### src/rtl/spi_3wire_sequencer.sv
// Autonomous master for the SPI 3-wire command core. After reset it waits,
// writes the init table to the sensor register by register, then
// periodically burst-reads six data bytes and publishes them as x/y/z
// samples. A watchdog bounds every wait on the core's handshake.
module spi_3wire_sequencer #(
  parameter int          INIT_LEN       = 4,
  parameter int          STARTUP_CYCLES = 1000,
  parameter int          POLL_CYCLES    = 50000,
  parameter logic [7:0]  DATA_ADDR      = 8'h32,
  parameter int          TIMEOUT_CYCLES = 65535
) (
  input  logic        clk,
  input  logic        reset_n,
  input  logic        enable,
  output logic [3:0]  tbl_index,
  input  logic [15:0] tbl_entry,
  output logic        cmd_start,
  input  logic        cmd_done,
  output logic [7:0]  reg_addr,
  output logic        reg_rw,
  output logic [7:0]  reg_rx_num,
  output logic        fifo_clear,
  output logic        fifo_write,
  output logic [7:0]  fifo_writedata,
  output logic        fifo_read_ack,
  input  logic [7:0]  fifo_readdata,
  output logic [15:0] x_out,
  output logic [15:0] y_out,
  output logic [15:0] z_out,
  output logic        sample_valid,
  output logic        init_done,
  output logic        busy,
  output logic        error
);

  localparam int SU_W = $clog2(STARTUP_CYCLES + 1);
  localparam int PL_W = $clog2(POLL_CYCLES + 1);
  localparam int TO_W = $clog2(TIMEOUT_CYCLES + 1);

  localparam logic [SU_W-1:0] SU_LAST  = SU_W'(STARTUP_CYCLES - 1);
  localparam logic [PL_W-1:0] PL_LAST  = PL_W'(POLL_CYCLES - 1);
  localparam logic [TO_W-1:0] TO_LAST  = TO_W'(TIMEOUT_CYCLES - 1);
  localparam logic [3:0]      IDX_LAST = 4'(INIT_LEN - 1);
  localparam logic [2:0]      POP_LAST = 3'd5;

  typedef enum logic [3:0] {
    S_STARTUP,
    S_INIT_CLR,
    S_INIT_LOAD,
    S_ACK,
    S_DONE,
    S_POLL_WAIT,
    S_RD_CLR,
    S_RD_POP,
    S_PUBLISH
  } state_t;

  state_t          state;
  logic [SU_W-1:0] su_cnt;
  logic [PL_W-1:0] poll_cnt;
  logic [TO_W-1:0] wdog_cnt;
  logic [2:0]      pop_k;
  logic [7:0]      rx_byte [0:4];

  // Sequencer FSM with all outputs registered alongside the state.
  // NOTE: every sequential assignment is non-blocking so all registers in
  // this block update together from pre-edge values; a later assignment in
  // the same cycle (e.g. strobe defaults below) simply overrides an earlier one.
  always_ff @(posedge clk or negedge reset_n) begin
    if (!reset_n) begin
      state          <= S_STARTUP;
      su_cnt         <= '0;
      poll_cnt       <= '0;
      wdog_cnt       <= '0;
      pop_k          <= '0;
      tbl_index      <= '0;
      cmd_start      <= 1'b0;
      reg_addr       <= '0;
      reg_rw         <= 1'b0;
      reg_rx_num     <= '0;
      fifo_clear     <= 1'b0;
      fifo_write     <= 1'b0;
      fifo_writedata <= '0;
      fifo_read_ack  <= 1'b0;
      x_out          <= '0;
      y_out          <= '0;
      z_out          <= '0;
      sample_valid   <= 1'b0;
      init_done      <= 1'b0;
      busy           <= 1'b0;
      error          <= 1'b0;
      // NOTE: the byte slots are a small register array, not RAM, so they
      // are reset like any other flop; this keeps the block free of X after reset.
      for (int i = 0; i < 5; i++) rx_byte[i] <= '0;
    end else begin
      // Single-cycle strobes default low; the state that needs one raises it.
      fifo_clear    <= 1'b0;
      fifo_write    <= 1'b0;
      fifo_read_ack <= 1'b0;
      sample_valid  <= 1'b0;
      // The poll counter runs from the start of each read and saturates.
      if (poll_cnt != PL_LAST) poll_cnt <= poll_cnt + 1'b1;

      case (state)
        S_STARTUP: begin
          if (su_cnt == SU_LAST) begin
            su_cnt     <= '0;
            tbl_index  <= '0;
            fifo_clear <= 1'b1;
            state      <= S_INIT_CLR;
          end else begin
            su_cnt <= su_cnt + 1'b1;
          end
        end

        S_INIT_CLR: begin
          fifo_write     <= 1'b1;
          fifo_writedata <= tbl_entry[7:0];
          reg_addr       <= tbl_entry[15:8];
          reg_rw         <= 1'b0;
          reg_rx_num     <= '0;
          state          <= S_INIT_LOAD;
        end

        S_INIT_LOAD: begin
          cmd_start <= 1'b1;
          busy      <= 1'b1;
          wdog_cnt  <= '0;
          state     <= S_ACK;
        end

        S_ACK, S_DONE: begin
          if (wdog_cnt == TO_LAST) begin
            // Core never completed the handshake: abandon the command.
            cmd_start <= 1'b0;
            busy      <= 1'b0;
            error     <= 1'b1;
            wdog_cnt  <= '0;
            if (init_done) begin
              state <= S_POLL_WAIT;
            end else begin
              su_cnt    <= '0;
              tbl_index <= '0;
              state     <= S_STARTUP;
            end
          end else begin
            wdog_cnt <= wdog_cnt + 1'b1;
            if (state == S_ACK) begin
              // Only a low cmd_done proves the core accepted the command.
              if (!cmd_done) begin
                cmd_start <= 1'b0;
                state     <= S_DONE;
              end
            end else if (cmd_done) begin
              busy <= 1'b0;
              if (init_done) begin
                fifo_read_ack <= 1'b1;
                pop_k         <= '0;
                state         <= S_RD_POP;
              end else if (tbl_index == IDX_LAST) begin
                init_done <= 1'b1;
                poll_cnt  <= PL_LAST;   // first read starts right away
                state     <= S_POLL_WAIT;
              end else begin
                tbl_index  <= tbl_index + 1'b1;
                fifo_clear <= 1'b1;
                state      <= S_INIT_CLR;
              end
            end
          end
        end

        S_POLL_WAIT: begin
          if (poll_cnt == PL_LAST && enable) begin
            poll_cnt   <= '0;
            fifo_clear <= 1'b1;
            state      <= S_RD_CLR;
          end
        end

        S_RD_CLR: begin
          reg_addr   <= DATA_ADDR;
          reg_rw     <= 1'b1;
          reg_rx_num <= 8'd6;
          cmd_start  <= 1'b1;
          busy       <= 1'b1;
          wdog_cnt   <= '0;
          state      <= S_ACK;
        end

        S_RD_POP: begin
          if (pop_k == POP_LAST) begin
            // Last byte goes straight into z so all three update together.
            x_out        <= {rx_byte[1], rx_byte[0]};
            y_out        <= {rx_byte[3], rx_byte[2]};
            z_out        <= {fifo_readdata, rx_byte[4]};
            sample_valid <= 1'b1;
            state        <= S_PUBLISH;
          end else begin
            rx_byte[pop_k] <= fifo_readdata;
            pop_k          <= pop_k + 1'b1;
            fifo_read_ack  <= 1'b1;
          end
        end

        S_PUBLISH: begin
          state <= S_POLL_WAIT;
        end

        default: state <= S_STARTUP;
      endcase
    end
  end

endmodule
### config.mk
export PLATFORM = sky130hd
export DESIGN_NAME = spi_3wire_sequencer
export DESIGN_NICKNAME = d
export VERILOG_FILES = /design/src/rtl/spi_3wire_sequencer.sv
export SDC_FILE = /design/constraint.sdc
export NUM_CORES = 1
export LEC_CHECK = 0
export ABC_AREA = 1
export BUFFER_PORTS_ARGS = -buffer_cell sky130_fd_sc_hd__buf_2
export CAP_MARGIN = 10
export CORE_ASPECT_RATIO = 0.6
export CORE_MARGIN = 5
export CORE_UTILIZATION = 57
export CTS_CLUSTER_SIZE = 25
export DETAILED_ROUTE_END_ITERATION = 7
export HOLD_SLACK_MARGIN = 0.12
export PLACE_DENSITY = 0.79
export RECOVER_POWER = 100
export SLEW_MARGIN = 10
export SYNTH_ARGS = -nofsm -noshare
export SYNTH_HDL_FRONTEND = slang
export SYNTH_SLANG_ARGS = --single-unit
### constraint.sdc
create_clock -name clk -period 1.8 [get_ports clk]
set_input_delay 0.36 -clock clk [delete_from_list [all_inputs] [get_ports clk]]
set_output_delay 0.36 -clock clk [all_outputs]
set_load 0.01 [all_outputs]
Yosys cells after proc, flatten, opt, wreduce, memory -nomap -nowiden
Index checks and enable logic that the tools add are counted.
{"block": "classes", "add_sub_neg": 5, "magnitude_cmp": 2, "eq_ne": 33, "n_mux": 72, "bitwise_logic": 4, "reduce_logical": 19}
{"cell": "$mux W16", "n": 8}
{"cell": "$pmux W16 S2", "n": 2}
{"cell": "$mux W4", "n": 14}
{"cell": "$bwmux W40", "n": 1}
{"cell": "$add A16 B1 Y16 const B", "n": 2}
{"cell": "$eq A16 B16 Y1 const B", "n": 2}
{"cell": "$pmux W8 S2", "n": 2}
{"cell": "$mux W10", "n": 3}
{"cell": "$pmux W4 S7", "n": 1}
{"cell": "$demux W8 S3", "n": 1}
{"cell": "$mux W3", "n": 8}
{"cell": "$mux W1", "n": 23}
{"cell": "$ne A3 B3 Y1 const B", "n": 7}
{"cell": "$ne A2 B2 Y1 const B", "n": 10}
{"cell": "$pmux W10 S2", "n": 1}
{"cell": "$eq A4 B3 Y1 const B", "n": 4}
{"cell": "$ne A16 B16 Y1 const B", "n": 1}
{"cell": "$eq A4 B2 Y1 const B", "n": 3}
{"cell": "$add A10 B1 Y10 const B", "n": 1}
{"cell": "$eq A10 B10 Y1 const B", "n": 1}
{"cell": "$reduce_and A3 Y1", "n": 3}
{"cell": "$mux W8", "n": 1}
{"cell": "$ne A4 B4 Y1 const B", "n": 2}
{"cell": "$pmux W1 S2", "n": 4}
{"cell": "21 further kinds", "n": 30}
{"block": "totals", "ff_bits": 174, "output_inout_bits": 85, "word_cells": 161}

Depth between registers and ports, before layout
Gate-level depths: netlist of the first run.
{"block": "depth", "word_depth": 8, "ltp_mapped": 14}

Least setup slack after synthesis of the first run
No wires, ideal clock.
{"block": "synth_timing", "path_type": "register to register", "startpoint": "reg wdog_cnt[0]", "endpoint": "reg su_cnt[5]", "t_arrival_ps": 1436, "t_required_ps": 1673, "slack_ps": 237, "path_stages_with_launch": 13, "path_buffers": 1, "period_less_slack_ps": 1563, "cell_sequence": "dfrtp_1 > inv_1 > ha_1 > inv_1 > nor2_1 > nand2_1 > inv_1 > nand2_1 > nand2_1 > nand3_4 > buf_6 > nand2_1 > o21ai_0"}
{"block": "synth_between", "elab_chain_len": 3}
{"element": "from (decl)", "line_no": "61", "text": "logic [TO_W-1:0] wdog_cnt;"}
{"element": "from (signal assigned)", "line_no": "147", "text": "wdog_cnt <= wdog_cnt + 1'b1;"}
{"element": "$eq A16 B16 Y1", "line_no": "133", "text": "if (wdog_cnt == TO_LAST) begin"}
{"element": "$ne A2 B2 Y1 (no source line)"}
{"element": "$reduce_and A3 Y1 (no source line)"}
{"element": "to (signal assigned)", "line_no": "112", "text": "su_cnt <= su_cnt + 1'b1;"}
{"element": "to (decl)", "line_no": "59", "text": "logic [SU_W-1:0] su_cnt;"}
No other way between the ends.
A chain may end at the register's enable or synchronous reset.

Worst setup path after layout of the first run
{"block": "layout_timing", "startpoint": "reg wdog_cnt[0]", "endpoint": "reg state[2]"}
{"block": "layout_between", "elab_chain_len": 3, "elab_cells_between_ends": 6, "classes_between": "eq/ne (3); mux (2); reduce/logical (1)"}
{"element": "$eq A16 B16 Y1 (*)", "line_no": "133"}
{"element": "$ne A4 B4 Y1 (no source line) or $mux W4 (tied branches)"}
{"element": "$reduce_and A5 Y1 (no source line) or $pmux W4 S7 (tied branches)"}
{"element": "to (signal assigned)", "line_no": "129", "text": "state <= S_ACK;"}
{"element": "to (signal assigned)", "line_no": "140", "text": "state <= S_POLL_WAIT;"}
{"element": "to (signal assigned)", "line_no": "144", "text": "state <= S_STARTUP;"}
{"element": "to (decl)", "line_no": "58", "text": "state_t state;"}
Every way passes the cells marked *; elsewhere a longest branch is shown, timed or not.

==> impl_metrics.yaml, run 1 <==
setup_path:
  cp-end-kind: "register"
  crit_family: "simple AND/OR/NAND/NOR gates"
  worst-path-buf-inv: 3
  r2r_start: "wdog_cnt[0]"
  crit_top_cell: "nand2_1"
  arrival_ns: 2.06
  crit_required_ns: 2.10
  critical_path.cell_chain: "inv_1, ha_1, inv_1, nor2_1, nand2_1, inv_1, nand2_1, nand2_4, nand2_1, nand2_1, nand2_1, nand2_1, nand2_1"
  critPathMaxStageDelay_ns: 0.41
  slowest_stage: "dfrtp_1"
  critPathLaunch: "wdog_cnt[0]"
  critPathKind: "register to register"
  cp_max_fo: 4
  startpoint_type: "register"
global_route:
  grt_max_degree: 53
  antenna_found_initial: 0
  grt_pass1_vias: 6017
  grt_pass1_wl_mm: 30.4
  overflow: 0
  grtUsageTotal_pct: 23.2
timing:
  rsz0062_at_grt: "true"
  slew_violations: 0
  finalHoldViolCount: 0
  slew_headroom_pct: 33.2
  finClkSkew_ns: 0.0104
  fmax_ghz: 0.567
  tightest_slew_ns: 1.00
  finalCritPeriodShare_pct: 98.0
  setup_viol: 0
  hold_slack_ns: 0.137
  period_minus_slack_ns: 1.76
yosys:
  synth_edf_count: 0
  post_synth.cell_area_avg_um2: 8.39
  ys_seq_area_share_pct: 53.8
  yosys_register_bits: 166
  yosysUniqueCellTypes: 41
  syn_area_um2: 7730
  ys.flop_type: "dfrtp_1"
  async_flop_share_pct: 100
  yosysWarnings: 0
  synth_cells: 921
clock_tree:
  path_clk_slew_ns: 0.07
  cts_made_buffers: 17
  cts.path.max_buffers: 2
  cts_root_buf: "clkbuf_16"
  cts.htree.levels: 4
  clkSinkCount: 166
  clk_latency_ns: 0.41
  cts_tree: "built"
cells_and_area:
  nets: 1086
  utilization_pct: 69.5
  stdcell_area_um2: 9070
  drive_above_1_share_pct: 13.7
  area_growth_pct: 17.5
  diodes: 0
  nFillCells: 1029
min_path:
  hold_class: "primary input to register"
  hp-start: "tbl_entry[2]"
drt:
  dr.first_iter.drc_count: 615
  wirelength_mm: 18.9
  ant_nets: 0
  vias: 6663
  drc: 0
  routedWlPerCell_um: 15.3
  routed_via_density: 5.40
  dr.pass1.iters: 5
die:
  fp.coreArea_um2: 13100
  ioPinCount: 113
  die_x_um: 160
  rows: 32
  die-area_um2: 16100
  initial_utilization_pct: 59.2
  die_h_um: 100
pwr:
  ir_worst_vdd_v: 0.000637
  fin_total_pwr_mw: 7.42
  leakage_nw: 4.55
  pwr_density_cell_nw_per_um2: 818
placement:
  port_buffers: 106
  gp_congestion: 0.865
  dpl_cell_area_um2: 8490
  hpwl_mm: 13.2
run_status:
  status: "completed"
job:
  cap_violations: 0
-- per-stage QoR --
stage               worst slack [ns]  setup TNS (ns)  cells
global placement               0.107               0   1195
detailed placement            0.0501               0   1195
CTS                           0.0408               0   1228
floorplan                      0.237               0    926
finish                        0.0357               0   1234
global route                  -0.116          -0.641   1234
-- cell families (layout without fill, tap and decap cells) --
family / Yosys count / count (layout) / share of synthesized area, %
AND/OR/NAND/NOR: 505 / 506 / 28.2
flip-flops: 166 / 166 / 53.8
AO/OA/AOI/OAI: 120 / 120 / 8.42
buffers and inverters: 107 / 244 / 6.70
XOR/XNOR: 15 / 15 / 1.70
adder cells (fa/ha/maj): 7 / 7 / 1.13
other: 1 / 6 / 0.0485
-- synth_stat cells (8+ instances only) --
library cell	count	area, um^2
a21oi_1	21	105
buf_2	11	55.1
buf_4	9	67.6
dfrtp_1	166	4150
inv_1	68	255
inv_2	8	30.0
nand2_1	347	1300
nand3_1	41	205
nand4_1	12	75.1
nor2_1	59	221
nor3_1	11	55.1
o21ai_0	54	270
o21ai_1	25	125
xor2_1	10	87.6
-- placed cells by master (no fill, tap or decap), types with 11 or more instances in the layout --
cell type  count
nand2_1      342
dfrtp_1      162
clkbuf_1      78
inv_1         68
nor2_1        55
o21ai_0       53
nand3_1       39
buf_2         27
o21ai_1       26
a21oi_1       21
buf_4         20
clkbuf_16     17
nand4_1       12
nand2_2       11
-- sequential cells by signal, indices dropped and copies added (netlist names), 3 cells and up --
| register | count |
|---|---|
| z_out | 16 |
| tbl_index | 4 |
| pop_k | 3 |
| reg_addr | 8 |
| x_out | 16 |
| state | 4 |
| y_out | 16 |
| fifo_writedata | 8 |
| rx_byte | 40 |
| poll_cnt | 16 |
| su_cnt | 10 |
| wdog_cnt | 16 |
-- power by group --
part	internal (mW)	switching, mW
sequential	3.73	0
clock	1.86	1.69
combinational	0.0314	0.114
total	5.61	1.81
-- layer usage --
metal,routed length (um),track usage (%),vias to the layer above
li1,-,-,3185
met3,1650,5.21,24
met2,7940,33.0,301
met1,9090,36.1,3153
met5,0,0,-
met4,220,5.88,0
-- repair_timing --
action                                  in CTS  in global routing
buffers inserted                             0                  5
endpoints found under the setup margin       0                 44
hold endpoints to repair                    34                  0
resized for setup                            0                 22
hold buffers                                 1                  0
-- final timing paths --
check	end	slack, ns	depth (start not counted)
min reg2reg	y_out[5]	0.47	2
min	fifo_writedata[2]	0.14	3
max in group asynchronous	x_out[7]	0.22	3
max	state[2]	0.04	13
min in group asynchronous	su_cnt[4]	0.65	2
max reg2reg	state[2]	0.04	13
-- tightest hold or removal path: stages --
cell and delay [ns]:
buf_2 0.08, nand2_1 0.04, nand2_1 0.05
-- final cells by class --
type                            count  area, um^2  share of cell area (%)
Sequential cell                   166        4160                    45.8
Timing Repair Buffer              135         691                    7.61
Clock inverter                     15         151                    1.67
Tap cell                          170         213                    2.34
Multi-Input combinational cell    654        3150                    34.7
Clock buffer                       17         425                    4.69
Inverter                           77         289                    3.18
Power figures use the tool's default switching activity.
==> run 2: changes to the inputs <==
==> constraint.sdc (replaced) <==
create_clock -name clk -period 1.8 [get_ports clk]
set_input_delay 0.18 -clock clk [delete_from_list [all_inputs] [get_ports clk]]
set_output_delay 0.18 -clock clk [all_outputs]
set_load 0.01 [all_outputs]
==> impl_metrics.yaml, run 2 (synthesis gave the netlist of run 1 again) <==
run_status:
  status: "completed"
cells_and_area:
  diodes: 0
  final_cell_mix: "341 x nand2_1, 162 x dfrtp_1, 84 x clkbuf_1"
  largest_reg_flops: 40
  stdcell_area_um2: 9250
  area_growth_pct: 19.8
  nets: 1102
  regMostFlops: "rx_byte"
  drive_above_1_share_pct: 13.3
  final_common_cell: "nand2_1"
setup_path:
  critical_path.cell_chain: "nand2_1, inv_2, nand2_4, nand2_4, buf_4, nand2_4, nand2_2, nor2_4, nand3_4, nand2_2, nand2_1"
  critPathMaxStageDelay_ns: 0.46
  cp-end-kind: "register"
  crit_top_cell: "nand2_4"
  critPathLaunch: "state[1]"
  startpoint_type: "register"
  cp_max_fo: 9
  crit_required_ns: 2.11
  slowest_stage: "dfrtp_1"
  critPathKind: "register to register"
  r2r_start: "state[1]"
  reg2regPathDepth: 11
  arrival_ns: 2.04
placement:
  port_buffers: 106
  hpwl_mm: 12.8
  gp_congestion: 0.902
  dpl_cell_area_um2: 8500
timing:
  tightest_slew_ns: 1.17
  setup_viol: 0
  fmax_ghz: 0.578
  period_minus_slack_ns: 1.73
  slew_headroom_pct: 22.3
  finClkSkew_ns: 0.0113
  rsz0062_at_grt: "true"
  final.setup.tns_ns: 0
  hold_slack_ns: 0.152
  finalHoldViolCount: 0
  slew_violations: 0
  finalCritPeriodShare_pct: 96.1
clock_tree:
  cts_root_buf: "clkbuf_16"
  cts.path.max_buffers: 2
  cts_tree: "built"
  cts.htree.levels: 4
  cts_made_buffers: 17
  clkSinkCount: 166
  path_clk_slew_ns: 0.07
  clk_latency_ns: 0.43
pwr:
  p_clk_share_pct: 48.2
  intPower_mw: 5.76
  ir_worst_vdd_v: 0.000565
  power_switching_mw: 1.78
  pwr-share-seq_pct: 49.4
  p_comb_share_pct: 2.4
  leakage_nw: 4.61
  sw_frac_of_total_pct: 23.6
  pwr_density_cell_nw_per_um2: 815
global_route:
  grt_pass1_wl_mm: 31.9
  overflow: 0
  grt_pass1_vias: 6244
  antenna_found_initial: 0
  grtUsageTotal_pct: 24.3
  grt_max_degree: 57
job:
  cap_violations: 0
min_path:
  hold_path_depth: 3
  hp-start: "fifo_readdata[0]"
  hold_class: "primary input to register"
drt:
  ant_nets: 0
  routedWlPerCell_um: 15.3
  wirelength_mm: 19.2
  drc: 0
  dr.pass1.iters: 6
  dr.first_iter.drc_count: 556
  routed_via_density: 5.38
  vias: 6720
die:
  ioPinCount: 113
  die-area_um2: 16100
  initial_utilization_pct: 59.2
  die_x_um: 160
  rows: 32
  die_h_um: 100
  fp.coreArea_um2: 13100
-- run 2: cell types whose count changed in the layout (fill, tap and decap cells not counted), sizes merged --
cell         change
bufinv           +1
buf              -3
dlygate4sd3     +16
inv              -2
clkbuf           +4
-- run 2: critical path, delay by kind of cell, from the launching register on --
family        cells  cell delay, ns
buf+inv           2            0.26
flops             1            0.46
simple gates      9            0.89
-- run 2: final cells by class --
type                    instances  area, um^2
well taps                     170         213
multi-input cells             654        3180
inverters                      77         289
fillers                      1038        3800
repair buffers                151         830
clock buffers                  18         429
flip-flops and latches        166        4160
clock inverters                14         158
-- run 2: routing by layer --
layer / vias up / GRT usage [%] / share of wire, %
li1: 3233 / - / -
met1: 3210 / 37.0 / 49
met2: 256 / 35.4 / 43
met3: 21 / 5.74 / 7.4
met4: 0 / 6.15 / 0.95
met5: - / 0 / 0
-- run 2: power by group through the flow --
stage	Combinational (mW)	Sequential, mW	Clock (mW)
CTS	0.190	3.73	3.67
global placement	0.160	3.80	0
detailed placement	0.161	3.80	0
floorplan	0.0281	3.80	0
finish	0.180	3.73	3.63
global route	0.207	3.73	3.83
-- run 2: final timing paths --
check,endpoint,slack (ns)
max,tbl_index[2],0.07
min,rx_byte[8],0.15
max reg2reg,tbl_index[2],0.07
min in group asynchronous,su_cnt[6],0.52
max in group asynchronous,y_out[0],0.30
min reg2reg,error,0.47
-- run 2: what timing repair did --
action                     CTS  global route
setup endpoints to repair    0            59
hold buffers                17             0
hold endpoints to repair   164             0
gates resized for setup      0            35
buffers inserted             0             4
-- run 2: metrics by stage --
stage | cells | total power, mW | worst slack (ns) | util, %
3_3_place_gp | 1196 | 3.96 | 0.0719 | 65.1
3_5_place_dp | 1196 | 3.96 | 0.0460 | 65.1
6_report | 1250 | 7.54 | 0.0697 | 70.9
4_1_cts | 1245 | 7.58 | 0.0265 | 70.9
5_1_grt | 1250 | 7.76 | -0.0351 | 70.9
2_1_floorplan | 926 | 3.83 | 0.237 | -
